## src/rtl/alu_req_transmitter.sv

```systemverilog
// alu_req_transmitter: queues ALU requests, applies per-request idle delay, drives ACT until ALU_RDY
module alu_req_transmitter #(
  parameter int DATA_WIDTH  = 8,
  parameter int FIFO_DEPTH  = 4,
  parameter int DELAY_WIDTH = 3,
  parameter int CNT_WIDTH   = 16
) (
  input  logic                   CLK,
  input  logic                   RST_N,
  input  logic                   IN_VLD,
  output logic                   IN_RDY,
  input  logic [3:0]             IN_OP,
  input  logic [1:0]             IN_MOVI,
  input  logic [DATA_WIDTH-1:0]  IN_A,
  input  logic [DATA_WIDTH-1:0]  IN_B,
  input  logic [DATA_WIDTH-1:0]  IN_MEM,
  input  logic [DATA_WIDTH-1:0]  IN_IMM,
  input  logic [DELAY_WIDTH-1:0] IN_DELAY,
  output logic                   ACT,
  output logic [3:0]             OP,
  output logic [1:0]             MOVI,
  output logic [DATA_WIDTH-1:0]  REG_A,
  output logic [DATA_WIDTH-1:0]  REG_B,
  output logic [DATA_WIDTH-1:0]  MEM,
  output logic [DATA_WIDTH-1:0]  IMM,
  input  logic                   ALU_RDY,
  output logic [CNT_WIDTH-1:0]   SENT_CNT,
  output logic                   IDLE
);
  localparam int AW = $clog2(FIFO_DEPTH);
  localparam logic [AW:0] FULL = (AW+1)'(FIFO_DEPTH);
  typedef struct packed {
    logic [3:0]            op;
    logic [1:0]            movi;
    logic [DATA_WIDTH-1:0] a;
    logic [DATA_WIDTH-1:0] b;
    logic [DATA_WIDTH-1:0] mem;
    logic [DATA_WIDTH-1:0] imm;
  } req_t;
  typedef enum logic [1:0] {S_IDLE, S_WAIT, S_DRIVE} state_t;
  req_t                   req_q [FIFO_DEPTH];
  logic [DELAY_WIDTH-1:0] dly_q [FIFO_DEPTH];
  logic [AW-1:0]          rd_q, wr_q, rd_d, wr_d, nx_rd;
  logic [AW:0]            cnt_q, cnt_d;
  state_t                 state_q;
  logic                   act_q;
  req_t                   out_q;
  logic [DELAY_WIDTH-1:0] wait_q;
  logic [CNT_WIDTH-1:0]   sent_q;
  logic                   push, pop;
  assign IN_RDY = cnt_q < FULL;
  assign push   = IN_VLD && IN_RDY;
  assign pop    = act_q && ALU_RDY;
  assign nx_rd  = rd_q + AW'(1);
  // queue bookkeeping: the head only leaves on acceptance
  always_comb begin
    rd_d  = pop ? nx_rd : rd_q;
    wr_d  = push ? wr_q + AW'(1) : wr_q;
    cnt_d = cnt_q + (AW+1)'(push) - (AW+1)'(pop);
  end
  // storage needs no reset: validity is tracked by cnt_q
  always_ff @(posedge CLK) begin
    if (push) begin
      req_q[wr_q] <= {IN_OP, IN_MOVI, IN_A, IN_B, IN_MEM, IN_IMM};
      dly_q[wr_q] <= IN_DELAY;
    end
  end
  // pointer and occupancy registers
  always_ff @(posedge CLK or negedge RST_N) begin
    if (!RST_N) begin
      rd_q  <= '0;
      wr_q  <= '0;
      cnt_q <= '0;
    end else begin
      rd_q  <= rd_d;
      wr_q  <= wr_d;
      cnt_q <= cnt_d;
    end
  end
  // sequencer: delay countdown, drive head until accepted, chain to next entry
  always_ff @(posedge CLK or negedge RST_N) begin
    if (!RST_N) begin
      state_q <= S_IDLE;
      act_q   <= 1'b0;
      out_q   <= '0;
      wait_q  <= '0;
      sent_q  <= '0;
    end else begin
      if (pop) sent_q <= sent_q + CNT_WIDTH'(1);
      case (state_q)
        S_IDLE: begin
          if (cnt_q != '0) begin
            if (dly_q[rd_q] == '0) begin
              state_q <= S_DRIVE;
              act_q   <= 1'b1;
              out_q   <= req_q[rd_q];
            end else begin
              state_q <= S_WAIT;
              wait_q  <= dly_q[rd_q];
            end
          end
        end
        S_WAIT: begin
          if (wait_q == DELAY_WIDTH'(1)) begin
            state_q <= S_DRIVE;
            act_q   <= 1'b1;
            out_q   <= req_q[rd_q];
          end else begin
            wait_q <= wait_q - DELAY_WIDTH'(1);
          end
        end
        S_DRIVE: begin
          if (ALU_RDY) begin
            if (cnt_q == (AW+1)'(1)) begin
              state_q <= S_IDLE;
              act_q   <= 1'b0;
            end else if (dly_q[nx_rd] == '0) begin
              out_q <= req_q[nx_rd];
            end else begin
              state_q <= S_WAIT;
              act_q   <= 1'b0;
              wait_q  <= dly_q[nx_rd];
            end
          end
        end
        default: begin
          state_q <= S_IDLE;
          act_q   <= 1'b0;
        end
      endcase
    end
  end
  assign ACT      = act_q;
  assign OP       = out_q.op;
  assign MOVI     = out_q.movi;
  assign REG_A    = out_q.a;
  assign REG_B    = out_q.b;
  assign MEM      = out_q.mem;
  assign IMM      = out_q.imm;
  assign SENT_CNT = sent_q;
  assign IDLE     = (cnt_q == '0) && !act_q;
endmodule

```

## config.mk

```make
export PLATFORM = sky130hd
export DESIGN_NAME = alu_req_transmitter
export DESIGN_NICKNAME = d
export VERILOG_FILES = /design/src/rtl/alu_req_transmitter.sv
export SDC_FILE = /design/constraint.sdc
export NUM_CORES = 1
export LEC_CHECK = 0
export ABC_AREA = 1
export CORE_MARGIN = 4
export CORE_UTILIZATION = 58
export DETAILED_ROUTE_END_ITERATION = 8
export GPL_ROUTABILITY_DRIVEN = 0
export HOLD_SLACK_MARGIN = 0.02
export PLACE_DENSITY = 0.81
export SLEW_MARGIN = 20
export SYNTH_ARGS = -nofsm -noshare
export SYNTH_HDL_FRONTEND = slang
export SYNTH_SLANG_ARGS = --single-unit
```

## constraint.sdc

```tcl
create_clock -name CLK -period 5.4 [get_ports CLK]
set_input_delay 1.08 -clock CLK [delete_from_list [all_inputs] [get_ports CLK]]
set_output_delay 1.08 -clock CLK [all_outputs]
set_load 0.01 [all_outputs]
```

==> results.md, run 1 <==
- The flow ran to the end, and the final reports show no timing, DRC or antenna violations.
- Dividing the detail-routed wire length by the instance count gives 18.04 microns.
- The number of distinct library cells after synthesis is 29.
- The number of cells upsized or downsized after cts is 0.
- Clock latency on the worst-skew pair, taken at its later pin, is ~0.53 ns.
- The worst register-to-register path ends at REG_B[5].
- The completed layout was analyzed and its total power is 0.007111 W.
- The layout cell share with drive strength beyond 1 is just under 7%.
- Sequential elements use 68.17% of the synthesized area.
- The number of buffers added on ports is between 100 and 150.
- The H-tree depth is 1.
- Summing every instance area after synthesis gives 9683 sq um.
- The wire-length estimate of the detail-placed layout is 13140 microns.
- The tree built by TritonCTS fans out to roughly 230 sinks.
- The initial antenna violation count is 0.
- The instance count of the mapped netlist is 893.
- The repair_antennas step left the layout with diodes totalling 0.
- The required time reported for the critical path endpoint is 5.79 ns.
- The worst hold margin is 0.4741 ns.
- The count of placed standard cells in the final layout, fillers left out is 1220.
- Global routing used 23.77% of the available tracks across all layers.
- The endpoint kind of the worst setup timing path is a register.
- The critical path in this run is classified as reg -> reg.
- After detailed routing, the total wire length is 22000 microns.
- For this configuration, the core starts out at a cell density of between 60% and 70%.
- The launching point of the worst reg2reg path is rd_q[1].
- The setup violation total in the final timing report is 0.
- The number of cell instances on the worst register-to-register path is 9.
- Counting flops with a built-in enable in the synthesized netlist gives 164.
- The total negative slack for setup checks is 0 ns.
- After synthesis, the share of flip-flops with an asynchronous set or reset is 29.00%.
- The synthesized design contains about 230 register bits.
- The areal power density over the cells is 610.2 nW/um^2.
- After the last flow step, the layout net total stands at 1045.
- The warning count from the yosys run is 0.
- The layout overhead on the synthesized area is 20.35%.
- At the end of the flow the core is filled with cells to about 72%.
- The maximum frequency from static timing analysis is 0.2696 GHz.
- Across the run, the number of max-cap violations was 0.
- The top flip-flop cell by instance count after synthesis is sky130_fd_sc_hd__edfxtp_1.
- The number of top-level design ports is 102.
- Entering global routing, the biggest net connects 68 pins.
- The detailed-routing iteration count for the pre-antenna-repair pass is 6.
- Counting tap cells, the placed design contains a total of 1176 instances.
- The cell at the root of the clock tree is sky130_fd_sc_hd__clkbuf_16.
- TritonCTS built the clock tree.
- The class of the tightest hold or removal check is reg -> reg.
- The number of CTS-inserted buffers is 24.
- In this run the mean area of a mapped cell was between 10 and 15 sq um.
- Of all nets on the critical path, the largest fanout is 46.
- Setup repair after global routing left no endpoint under its margin.
- The die covers 18830 sq um.
- The worst hold path begins at SENT_CNT[15].
- Clock-pin slew was measured on the worst setup and hold paths at ~0.06 ns.
- The final antenna-violating net count is 0.
- The final-report hold violation count came to 0.
- For the pin with the worst max-slew slack, the measured transition is 1.072 ns.
- Counting every net in the synthesized netlist gives roughly 950.
- The chip width is 137.2 microns.
- The number of global-route vias before repair is just over 7000.
- The detail-routed via count per cell is 5.692.
- The leakage power is 4.892 nW.
- The data arrival time of the critical path is 4.10 ns.
- The startpoint kind of the worst setup timing path is a register.
- The hold-critical path depth is 1.
- The total vias in the final route is 6944.
- The worst clock skew on the final layout is between 0.015 and 0.02 ns.
- For this block, the initial DRC count from the detailed router was 667.
- Measured along the y axis, the die boundary spans ~140 microns.
- The core outline area is 16120 sq um.
- The final count of pins violating max slew was 0.
- In the routed design, unresolved DRC markers number 0.
- In this run the tightest slew margin relative to its limit is between 20% and 30%.
- VDD sags by at most 399.4 uV.
- After layout, the minimum clock period comes to 3.709 ns.
- The count of buffers added by post-CTS timing repair for setup is 0.
- The final period utilization is 68.69%.
- In this run, post-CTS hold repair placed 0 buffers.
- The longest clock path from root to sink contains 3 buffers.
- The total grt overflow is 0.
- The first-pass GRT wire length is 35160 microns.
- The worst setup slack for register-to-register paths is 1.69 ns.
- The number of rows created at floorplan is 46.
- The path with the worst hold slack has its endpoint at SENT_CNT[15].
flip-flops by register name (all words and copies together), names as in the netlist:
name      count
cnt_q         3
rd_q          2
SENT_CNT     16
REG_A         8
req_q       152
wr_q          2
OP            4
state_q       2
MOVI          2
REG_B         8
wait_q        3
ACT           1
IMM           8
dly_q        12
MEM           8
power breakdown:
part | internal, W | leakage [nW] | switching, W
Combinational | 0.00101 | 2.19 | 0.00185
Sequential | 0.00233 | 2.31 | 0.000270
Clock | 0.000985 | 0.389 | 0.000670
cell type report:
| class | instances | area [sq um] |
|---|---|---|
| clock buffer | 33 | 684.4 |
| multi-input combinational | 584 | 2753 |
| clock inverter | 11 | 121.4 |
| fill | 1117 | 4462 |
| inverter | 37 | 141.4 |
| timing repair buffer | 108 | 1081 |
| sequential | 231 | 6603 |
| tap | 216 | 270.3 |
worst max-delay path, cell delays in order, from the launching register on:
cell and delay [ns]:
sky130_fd_sc_hd__dfrtp_2 0.73, sky130_fd_sc_hd__inv_4 0.37, sky130_fd_sc_hd__nand3_2 0.16, sky130_fd_sc_hd__nand2_1 0.06, sky130_fd_sc_hd__nor2_1 0.14, sky130_fd_sc_hd__nand3_1 0.14
sky130_fd_sc_hd__nand2_2 0.67, sky130_fd_sc_hd__nand3_2 0.93, sky130_fd_sc_hd__nand2_1 0.27, sky130_fd_sc_hd__nand2_1 0.09
metal layers:
| layer | wire (microns) | part of all wire, % | vias up | global-route usage (%) |
|---|---|---|---|---|
| li1 | - | - | 3188 | - |
| met1 | 8755 | 40 | 3386 | 31.07 |
| met2 | 11120 | 51 | 327 | 41.06 |
| met3 | 1645 | 7.5 | 43 | 3.762 |
| met4 | 482 | 2.2 | 0 | 7.650 |
| met5 | 0 | 0 | - | 0 |
cells in the final DEF, fill, tap and decap left out, types with 3 or more instances in the layout:
cell and count:
sky130_fd_sc_hd__nor2_4 7, sky130_fd_sc_hd__clkbuf_16 24, sky130_fd_sc_hd__clkbuf_1 4, sky130_fd_sc_hd__clkinv_1 3, sky130_fd_sc_hd__inv_1 34, sky130_fd_sc_hd__nand3_2 3, sky130_fd_sc_hd__nor2_1 20, sky130_fd_sc_hd__nand2_1 377
sky130_fd_sc_hd__clkdlybuf4s50_1 100, sky130_fd_sc_hd__nand3_1 67, sky130_fd_sc_hd__edfxtp_1 164, sky130_fd_sc_hd__o21ai_0 5, sky130_fd_sc_hd__a21oi_1 8, sky130_fd_sc_hd__xnor2_1 6, sky130_fd_sc_hd__nor2_2 6, sky130_fd_sc_hd__ha_1 13
sky130_fd_sc_hd__dfrtp_1 66, sky130_fd_sc_hd__nor3_1 4, sky130_fd_sc_hd__clkbuf_8 5, sky130_fd_sc_hd__xor2_1 12, sky130_fd_sc_hd__nand4_1 48, sky130_fd_sc_hd__buf_4 7
synth_stat cells, drive strengths merged (2+ instances only):
cell type | n | area share (%)
nand4 | 48 | 3.1
edfxtp | 164 | 51
xor2 | 12 | 1.1
clkbuf | 7 | 0.27
xnor2 | 6 | 0.54
dfrtp | 67 | 17
or2 | 2 | 0.13
a21oi | 9 | 0.50
nand3 | 70 | 3.8
inv | 37 | 1.5
ha | 13 | 1.7
nand2 | 379 | 15
nor2 | 33 | 1.4
nor3 | 4 | 0.21
o21ai | 5 | 0.26
buf | 34 | 2.3
worst max path at each step:
stage	to	startpoint	cells past startpoint
after floorplan	dly_q[0][0]	IN_VLD	2
after global placement	MEM[7]	ALU_RDY	8
after detailed placement	IMM[4]	rd_q[1]	9
after CTS	REG_B[5]	rd_q[1]	9
after global routing	MEM[1]	rd_q[1]	9
final	REG_B[5]	rd_q[1]	9
through the flow:
stage,worst slack (ns),instance area [sq um]
after floorplan,1.972,9683
after global placement,1.900,10820
after detailed placement,1.766,10850
after CTS,1.719,11650
after global routing,1.312,11650
final,1.691,11650
cells by family after synthesis:
logic type | Yosys count | synth area share, %
xor+xnor | 18 | 1.628
buf+inv | 78 | 4.044
fa+ha+maj | 14 | 1.887
simple gates | 537 | 23.43
compound gates | 15 | 0.8399
flops | 231 | 68.17
(Power assumes the default switching activity.)
==> inputs of run 2 (changes only) <==
Settings changed: CORE_UTILIZATION 58 to 57, PLACE_DENSITY 0.81 to 0.8.
Clock period 5.4 ns to 3.6 ns, I/O delays scaled along.
==> run 2 against run 1 <==
Against the previous run:
- sequential share of layout area is essentially flat
- clock skew shrank 0.0099 ns
- via count shrank 1.5%
- total power grew 49%
- combinational power grew 53%
- sequential power grew 47%
- die area grew 1.6%
- core utilization shrank 2.3 points
- worst setup slack lost 0.77 ns
==> results.md, run 2 (same netlist as run 1, synthesis figures left out) <==
- The library cell used most frequently in the layout, excluding fill and tap cells, is sky130_fd_sc_hd__nand2_1.
- The height of the die is 138.3 microns.
- The detailed placement HPWL is 12710 microns.
- The clock net sink count is roughly 230.
- The final count of pins violating max slew is 0.
- The die covers approximately 19000 sq um.
- The flow ran to the end, and the final reports show no timing, DRC or antenna violations.
- The count of placed standard cells in the final layout, fillers left out is ~1200.
- Measured against its own limit, the worst slew margin works out to 39.44%.
- The category of the critical setup timing path is reg -> reg.
- The layout overhead on the synthesized area is 20.30%.
- Summing all flip-flop and latch instances after layout gives 6603 sq um.
- The worst hold margin is 0.3421 ns.
- The cell sitting at the root of the clock tree is a sky130_fd_sc_hd__clkbuf_16.
- In this run the remaining antenna-violating nets after routing total 0.
- The number of buffers on the longest clock path is 3.
- STA puts the critical path data required time at 4.00 ns.
- The combined global-route utilization of all metal layers is 22.06%.
- Setup violations remaining at the end of the flow were counted as 0.
- The max-capacitance violation count is 0.
- The maximum frequency from static timing analysis is roughly 0.37 GHz.
- Leaving out fill and tap cells, the most frequent cells in the layout are sky130_fd_sc_hd__nand2_1, sky130_fd_sc_hd__edfxtp_1, sky130_fd_sc_hd__clkdlybuf4s50_1.
- In this run the number of H-tree levels came out at 1.
- The launching instance or port of the critical path is rd_q[0].
- In the finished design, the share of the clock period the worst path needs comes to 74.54%.
- The areal power density over the cells is approximately 910 nW/um^2.
- The number of buffers added on ports is 101.
- The final wirelength is 21500 microns.
- Setup repair after global routing left no endpoint under its margin.
- The launching point of the worst reg2reg path is rd_q[0].
- The first-pass GRT wire length is 34470 microns.
- The chip width is 138.3 microns.
- The final-report hold violation count was 0.
- Clock tree synthesis inserted a total of 24 buffers.
- After clock tree synthesis, the clock-pin slew on the worst setup and hold paths is 0.06 ns.
- In this run the static leakage power is 4.899 nW.
- The initial antenna violation count is 1.
- The data arrival time of the critical path is 3.08 ns.
- The effective utilization at floorplan is 58.18%.
- The net count of the finished layout is 1052.
- In this run the post-CTS setup repair buffer count came out at 0.
- The total grt overflow is 0.
- The worst clock skew on the final layout is 0.008763 ns.
- The starting DRC count in detailed routing is 659.
- The number of global-route vias before repair is 6741.
- The path class of the tightest hold or removal check is in -> async.
- STA classifies the critical path endpoint as a register.
- In the routed design, unresolved DRC markers number 0.
- The clock latency of the later-clocked register in the worst-skew pair is 0.52 ns.
- At the pin with the least slew margin, the transition time is 0.9084 ns.
- The number of top-level design ports is 102.
- The detail-routed via count per cell is 5.553.
- The core region is 16640 sq um.
- TritonCTS built the clock tree.
- Summing all multi-input logic gate instances after layout gives around 2800 sq um.
- The detailed-routing iteration count for the pre-antenna-repair pass is 5.
- The clock period minus worst slack is approximately 2.7 ns.
- Summing over every cut layer, the via total after detailed routing is 6841.
- After floorplanning, the core was divided into 47 placement rows.
- Along the worst path, the maximum fanout reaches 21.
- Fill cells in the final layout number 1179.
- The post-route netlist has around 7.3% of its cells at a drive strength greater than 1.
- Dividing the detail-routed wire length by the instance count gives 17.45 microns.
- IR analysis of the VDD net gives a maximum drop of 676.5 uV.
- STA classifies the critical path startpoint as a register.
- The total negative slack for setup checks is 0 ns.
- Ranked by flip-flop count, first place goes to req_q.
- The register with the most flip-flops in the layout has 152 of them.
- The number of placed instances with taps included is 1187.
- The pin count of the biggest net entering global routing is 68.
- The number of cells upsized or downsized after cts is 0.
- The cts-stage hold buffer count is 0.
-- run 2: layout make-up --
class	count	area share [%]
diodes	1	0.02148
clock buffers	35	5.768
clock inverters	9	0.7626
inverters	37	1.214
multi-input cells	584	23.63
flip-flops and latches	231	56.68
well taps	220	2.363
repair buffers	115	9.560
-- run 2: path summary, 6_finish.rpt --
kind                       cells after the start       end  slack [ns]
hold reg to reg                                2    MEM[4]        0.48
min in group CLK                               2    MEM[4]        0.48
setup / recovery                              10    MEM[1]        0.92
hold / removal                                 1  cnt_q[2]        0.34
max in group asynchronous                      1   rd_q[1]        2.63
setup reg to reg                              10    MEM[1]        0.92
-- run 2: metal layers --
layer  GRT usage [%]  part of all wire [%]  vias to the layer above  routed length [microns]
li1                -                     -                     3199                        -
met1           29.90                    41                     3278                     8852
met2           36.72                    49                      317                    10450
met3           4.213                   7.7                       47                     1652
met4           6.656                   2.5                        0                      544
met5               0                     0                        -                        0
-- run 2: worst max-delay path: stages (launching register included) --
cell and delay (ns):
sky130_fd_sc_hd__dfrtp_1 0.78, sky130_fd_sc_hd__inv_2 0.22, sky130_fd_sc_hd__nand3_1 0.13, sky130_fd_sc_hd__nand2_1 0.09
sky130_fd_sc_hd__nor2_2 0.17, sky130_fd_sc_hd__nand3_1 0.13, sky130_fd_sc_hd__nand2_2 0.10, sky130_fd_sc_hd__nand3_2 0.39
sky130_fd_sc_hd__buf_4 0.41, sky130_fd_sc_hd__nand2_1 0.09, sky130_fd_sc_hd__nand2_1 0.05
-- run 2: metrics by stage --
| step | total power [W] | area [sq um] | util [%] | worst slack (ns) |
|---|---|---|---|---|
| 6_report | 0.01057 | 11650 | 69.99 | 0.9164 |
| 5_1_grt | 0.01129 | 11650 | 69.99 | 0.6992 |
| 4_1_cts | 0.01061 | 11650 | 69.98 | 0.9460 |
| 3_5_place_dp | 0.008232 | 10890 | 65.41 | 0.9040 |
| 3_3_place_gp | 0.008089 | 10890 | 65.41 | 0.9743 |
| 2_1_floorplan | 0.006731 | 9683 | - | 0.5315 |
-- run 2: where the power goes --
| part | internal, W | switching [W] | leakage [nW] | total (W) |
|---|---|---|---|---|
| Clock | 0.00138 | 0.000983 | 0.371 | 0.00236 |
| Combinational | 0.00153 | 0.00286 | 2.22 | 0.00439 |
| Sequential | 0.00349 | 0.000337 | 2.31 | 0.00383 |
